## src/rtl/led_ctrl_pkg.sv

```systemverilog
// Shared types and constants for the LED chase controller.
// Holds the FSM state encoding, speed range and pattern helpers.
package led_ctrl_pkg;

    typedef enum logic [1:0] {
        ST_IDLE  = 2'd0,
        ST_RUN   = 2'd1,
        ST_PAUSE = 2'd2
    } state_t;

    localparam logic [1:0] SPEED_MAX    = 2'd2;
    localparam logic [3:0] PATTERN_INIT = 4'b0001;

    // dir 0 rotates toward bit 3, dir 1 toward bit 0; both wrap.
    function automatic logic [3:0] rotate_pattern(input logic [3:0] pattern, input logic dir);
        return dir ? {pattern[0], pattern[3:1]} : {pattern[2:0], pattern[3]};
    endfunction

    function automatic logic [1:0] next_speed(input logic [1:0] speed);
        return (speed == SPEED_MAX) ? 2'd0 : speed + 2'd1;
    endfunction

endpackage

```

## src/rtl/debounce_filter.sv

```systemverilog
// Synchronises one raw switch, debounces it and emits a one-cycle pulse
// in the cycle after the debounced level falls (switch released).
module debounce_filter #(
    parameter int DEBOUNCE_LIMIT = 250000
) (
    input  logic i_Clk,
    input  logic i_Rst_L,
    input  logic switch_raw,
    output logic release_evt
);

    localparam int CNT_W = (DEBOUNCE_LIMIT > 1) ? $clog2(DEBOUNCE_LIMIT) : 1;
    localparam logic [CNT_W-1:0] CNT_LAST = CNT_W'(DEBOUNCE_LIMIT - 1);

    logic             sync_1;
    logic             sync_2;
    logic             level;
    logic             level_d;
    logic [CNT_W-1:0] stable_cnt;

    always_ff @(posedge i_Clk) begin
        if (!i_Rst_L) begin
            sync_1     <= 1'b0;
            sync_2     <= 1'b0;
            level      <= 1'b0;
            level_d    <= 1'b0;
            stable_cnt <= '0;
        end else begin
            sync_1  <= switch_raw;
            sync_2  <= sync_1;
            level_d <= level;
            // Flip on the LIMIT-th consecutive disagreeing sample.
            if (sync_2 != level) begin
                if (stable_cnt == CNT_LAST) begin
                    level      <= sync_2;
                    stable_cnt <= '0;
                end else begin
                    stable_cnt <= stable_cnt + 1'b1;
                end
            end else begin
                stable_cnt <= '0;
            end
        end
    end

    assign release_evt = level_d & ~level;

endmodule

```

## src/rtl/led_chase_controller.sv

```systemverilog
// Board controller: four debounced switch release events drive an FSM that
// starts, pauses, reverses, re-speeds and stops a one-hot LED chase.
module led_chase_controller
    import led_ctrl_pkg::*;
#(
    parameter int DEBOUNCE_LIMIT = 250000,
    parameter int STEP_TICKS     = 6250000
) (
    input  logic i_Clk,
    input  logic i_Rst_L,
    input  logic i_Switch_1,
    input  logic i_Switch_2,
    input  logic i_Switch_3,
    input  logic i_Switch_4,
    output logic o_LED_1,
    output logic o_LED_2,
    output logic o_LED_3,
    output logic o_LED_4
);

    localparam int STEP_W = $clog2(STEP_TICKS);
    localparam logic [STEP_W-1:0] STEP_LAST_0 = STEP_W'(STEP_TICKS - 1);
    localparam logic [STEP_W-1:0] STEP_LAST_1 = STEP_W'((STEP_TICKS >> 1) - 1);
    localparam logic [STEP_W-1:0] STEP_LAST_2 = STEP_W'((STEP_TICKS >> 2) - 1);

    logic [3:0] switch_raw;
    logic [3:0] release_evt;

    assign switch_raw = {i_Switch_4, i_Switch_3, i_Switch_2, i_Switch_1};

    for (genvar g = 0; g < 4; g++) begin : g_switch
        debounce_filter #(.DEBOUNCE_LIMIT(DEBOUNCE_LIMIT)) u_debounce (
            .i_Clk       (i_Clk),
            .i_Rst_L     (i_Rst_L),
            .switch_raw  (switch_raw[g]),
            .release_evt (release_evt[g])
        );
    end

    state_t            state,      state_nxt;
    logic [3:0]        pattern,    pattern_nxt;
    logic              dir,        dir_nxt;
    logic [1:0]        speed,      speed_nxt;
    logic [STEP_W-1:0] step_cnt,   step_cnt_nxt;
    logic [STEP_W-1:0] step_last;
    logic [3:0]        led_q;

    always_ff @(posedge i_Clk) begin
        if (!i_Rst_L) begin
            state    <= ST_IDLE;
            pattern  <= PATTERN_INIT;
            dir      <= 1'b0;
            speed    <= 2'd0;
            step_cnt <= '0;
            led_q    <= 4'b0000;
        end else begin
            state    <= state_nxt;
            pattern  <= pattern_nxt;
            dir      <= dir_nxt;
            speed    <= speed_nxt;
            step_cnt <= step_cnt_nxt;
            led_q    <= (state != ST_IDLE) ? pattern : 4'b0000;
        end
    end

    always_comb begin
        case (speed)
            2'd1:    step_last = STEP_LAST_1;
            2'd2:    step_last = STEP_LAST_2;
            default: step_last = STEP_LAST_0;
        endcase
    end

    // Stepping uses the current dir, so a reversal only shows at the next step.
    always_comb begin
        state_nxt    = state;
        pattern_nxt  = pattern;
        dir_nxt      = dir;
        speed_nxt    = speed;
        step_cnt_nxt = step_cnt;

        if (release_evt[3]) begin
            state_nxt    = ST_IDLE;
            pattern_nxt  = PATTERN_INIT;
            dir_nxt      = 1'b0;
            step_cnt_nxt = '0;
        end else begin
            if (state == ST_RUN) begin
                if (step_cnt == step_last) begin
                    step_cnt_nxt = '0;
                    pattern_nxt  = rotate_pattern(pattern, dir);
                end else begin
                    step_cnt_nxt = step_cnt + 1'b1;
                end
            end

            if (release_evt[0]) begin
                case (state)
                    ST_IDLE: begin
                        state_nxt    = ST_RUN;
                        step_cnt_nxt = '0;
                    end
                    ST_RUN:   state_nxt = ST_PAUSE;
                    ST_PAUSE: state_nxt = ST_RUN;
                    default:  state_nxt = ST_IDLE;
                endcase
            end

            if (release_evt[1]) begin
                dir_nxt = ~dir;
            end

            if (release_evt[2]) begin
                speed_nxt    = next_speed(speed);
                step_cnt_nxt = '0;
            end
        end
    end

    assign o_LED_1 = led_q[0];
    assign o_LED_2 = led_q[1];
    assign o_LED_3 = led_q[2];
    assign o_LED_4 = led_q[3];

endmodule

```

## config.mk

```make
export PLATFORM = sky130hd
export DESIGN_NAME = led_chase_controller
export DESIGN_NICKNAME = d
export VERILOG_FILES = /design/src/rtl/led_ctrl_pkg.sv /design/src/rtl/debounce_filter.sv /design/src/rtl/led_chase_controller.sv
export SDC_FILE = /design/constraint.sdc
export NUM_CORES = 1
export LEC_CHECK = 0
export CORE_ASPECT_RATIO = 0.7
export CORE_MARGIN = 3
export CORE_UTILIZATION = 50
export DETAILED_ROUTE_END_ITERATION = 8
export PLACE_DENSITY_LB_ADDON = 0.2
export SYNTH_ARGS = -nofsm -noshare
export SYNTH_HDL_FRONTEND = slang
export SYNTH_SLANG_ARGS = --single-unit
```

## constraint.sdc

```tcl
create_clock -name i_Clk -period 6.1 [get_ports i_Clk]
set_input_delay 0.915 -clock i_Clk [delete_from_list [all_inputs] [get_ports i_Clk]]
set_output_delay 0.915 -clock i_Clk [all_outputs]
set_load 0.02 [all_outputs]
```

==> results by group <==
Outcome
  • Status: finished clean

Worst hold path
  • WHS Path Cells: 1
  • Class of the worst hold path: reg -> reg
  • Hold worst-path end: g_switch[1].u_debounce.sync_2$_SDFF_PN0_
  • HP Start: g_switch[1].u_debounce.sync_1$_SDFF_PN0_

GRT
  • Gr usage total: 17.0%
  • Initial antenna violation count: 0
  • Largest net degree at the start of global routing: 26
  • First-pass GRT wire length: 17.2 mm
  • Vias in the first global route: 3759
  • Gr ovfl total: 0

Floorplanning
  • Die Ht: 93.9 µm
  • Die X-Extent: 132 µm
  • Initial Utilization: 52.3%
  • Die ar.: 12300 µm²
  • CORE AREA: 10600 µm²
  • # IOs: 10
  • Row count: 31

Placement
  • Post-DP HPWL: 6.46 mm
  • GPL Wtd Cong: 0.817
  • Dpl ws: 2360 ps
  • Port bufs: 9

STA
  • Worst Skew: 10.8 ps
  • Peak Freq: 0.305 GHz
  • Final period util: 53.8%
  • Worst slew pin tran: 1070 ps
  • Setup WS post-layout: 2820 ps
  • Fin. Hold Viols: 0
  • Relative slew slack: 28.9%
  • RSZ-0062 raised after global routing: false
  • Setup TNS Final: 0 ps
  • Crit path time final: 3280 ps
  • Max Slew Vio Count: 0
  • Final setup vio count: 0

Worst setup path
  • CP Class: in -> reg
  • Slowest-stage cell, CP: or4_2
  • Worst R2R Setup Slack: 3230 ps
  • Reg2reg end: step_cnt[22]$_SDFF_PP0_
  • Worst path bufs/invs: 1
  • Worst reg2reg startpoint: speed[0]$_SDFFE_PN0P_
  • Critical Path Source Type: input port
  • CP Max Fanout: 25
  • CP max stage delay: 1230 ps
  • CP Capture Type: flop
  • R2R cell count: 7
  • CP Cell Sequence: clkdlybuf4s50_1 -> nand2_1 -> or4_2 -> nor2_4
  • CP top delay family: simple AND/OR/NAND/NOR gates
  • CP Data Arrival Time: 3610 ps
  • WP data required: 6430 ps

Synth
  • Post-synth top area share: 45.0%
  • Ys flop type: dfxtp_1
  • Syn_area_per_cell: 9.32 µm²
  • Post-Syn Area: 5520 µm²
  • Most area-consuming cells after synthesis: dfxtp_1 (45%), xor2_1 (8.1%), nor2_1 (7.3%)
  • Number of synthesized flops with an enable pin: 0
  • Most frequent cells after synthesis: dfxtp_1 (124), nor2_1 (107), xor2_1 (51), xnor2_1 (41), nand2_1 (38)
  • Syn nets: 606
  • Most common cell in the netlist: dfxtp_1
  • Post-synthesis register bit count: 124
  • Synthesized netlist cell count: 592
  • Synth area leader: dfxtp_1
  • Async S/R FF share, synth: 0%
  • Ys Warns: 0
  • Yosys cell types: 43
  • Seq/Total Area, Yosys: 45.0%

Route
  • Mean number of vias per cell: 5.05
  • WL per Instance: 12.5 µm
  • Vias: 3839
  • Total wire length: 9.51 mm
  • Routed Antenna Nets: 0
  • Initial DRT Pass Iterations: 5
  • Residual DRC: 0
  • Initial DRC Count: 225

Power and ir drop
  • Peak supply drop: 0.185 mV
  • Cell Pwr Density: 279 nW/µm²
  • Leak: 2.04 nW
  • Total power: 1.73 mW

Layout
  • Layout area overhead: 12.3%
  • FILL cells: 902
  • ANT cells: 0
  • Share of layout cells above drive strength 1: 9.80%
  • Final nets: 615

Clocking
  • Postcts setup bufs: 0
  • CTS tree: built
  • Resized cells post-CTS: 0
  • CTS Hold Bufs: 0
  • Inserted Clock Buffers: 17
  • Clock Latency Late Sink: 400 ps
  • Max Root-Sink Buffers: 2
  • H-tree lvl count: 4
  • Root Buffer Master: clkbuf_16
  • # clock sinks: 124
  • Reg clk slew, reported paths: 50 ps

Job
  • Max-cap violations: 0
## flip-flops by register name, summed over array words and instances (netlist names)
name and cells:
g_switch.u_debounce.stable_cnt 72, step_cnt 23, g_switch.u_debounce.level 4, g_switch.u_debounce.level_d 4
g_switch.u_debounce.sync_1 4, g_switch.u_debounce.sync_2 4, led_q 4, pattern 4
speed 2, state 2, dir 1
## layout make-up
class	count	area [µm²]	share of cell area, %
timing repair buffer	9	90.1	1.45
inverter	10	37.5	0.606
clock inverter	8	71.3	1.15
tap	148	185	2.99
sequential	124	2480	40.1
multi-input combinational	439	2870	46.4
clock buffer	22	454	7.33
## cells in the final DEF (no fill, tap or decap), types with 13 or more instances in the layout
| cell | count |
|---|---|
| nor2_1 | 107 |
| nand3_1 | 33 |
| nor2_4 | 20 |
| clkbuf_16 | 17 |
| dfxtp_1 | 124 |
| nand4_1 | 24 |
| and2_1 | 19 |
| xor2_1 | 51 |
| xnor2_1 | 41 |
| nand2_1 | 38 |
| nor3_1 | 13 |
## how the worst max path moves through the flow
stage,depth (start not counted),from,end,slack [ps]
after floorplan,9,speed[0]$_SDFFE_PN0P_,step_cnt[10]$_SDFF_PP0_,3980
after global placement,4,i_Rst_L,step_cnt[1]$_SDFF_PP0_,2460
after detailed placement,4,i_Rst_L,step_cnt[22]$_SDFF_PP0_,2360
after CTS,4,i_Rst_L,step_cnt[9]$_SDFF_PP0_,2780
after global routing,4,i_Rst_L,step_cnt[0]$_SDFF_PP0_,2600
final,4,i_Rst_L,step_cnt[9]$_SDFF_PP0_,2820
## metal layers
metal	wire length [µm]	global-route usage (%)	vias up
met5	0	0	-
met4	34	5.94	0
met3	305	4.87	4
met2	4060	25.4	49
met1	5110	23.4	1781
li1	-	-	2005
## report_power, final
| group | internal, mW | total (mW) | switching, mW | leakage, nW |
|---|---|---|---|---|
| clock | 0.562 | 0.892 | 0.330 | 0.259 |
| combinational | 0.00655 | 0.0204 | 0.0138 | 0.778 |
| sequential | 0.814 | 0.816 | 0.00172 | 1.00 |
| total | 1.38 | 1.73 | 0.345 | 2.04 |
## cells by family after synthesis
kind of cell / count (synthesis) / synth area share, %
xor gates and xnor gates: 92 / 14.6
and+or+nand+nor: 316 / 31.5
adders and majority gates: 8 / 1.81
DFF: 124 / 45.0
muxes: 13 / 2.45
buffers and inverters: 29 / 2.93
AOI/OAI and AO/OA: 10 / 1.66
## stage by stage
stage,cell area (µm²),hold WS [ps],util (%),std cells
2_1_floorplan,5520,412,-,592
4_1_cts,6190,436,58.7,760
5_1_grt,6190,446,58.7,760
3_3_place_gp,5670,417,53.7,730
6_report,6190,431,58.7,760
3_5_place_dp,5670,424,53.7,730
Power figures use the tool's default switching activity.
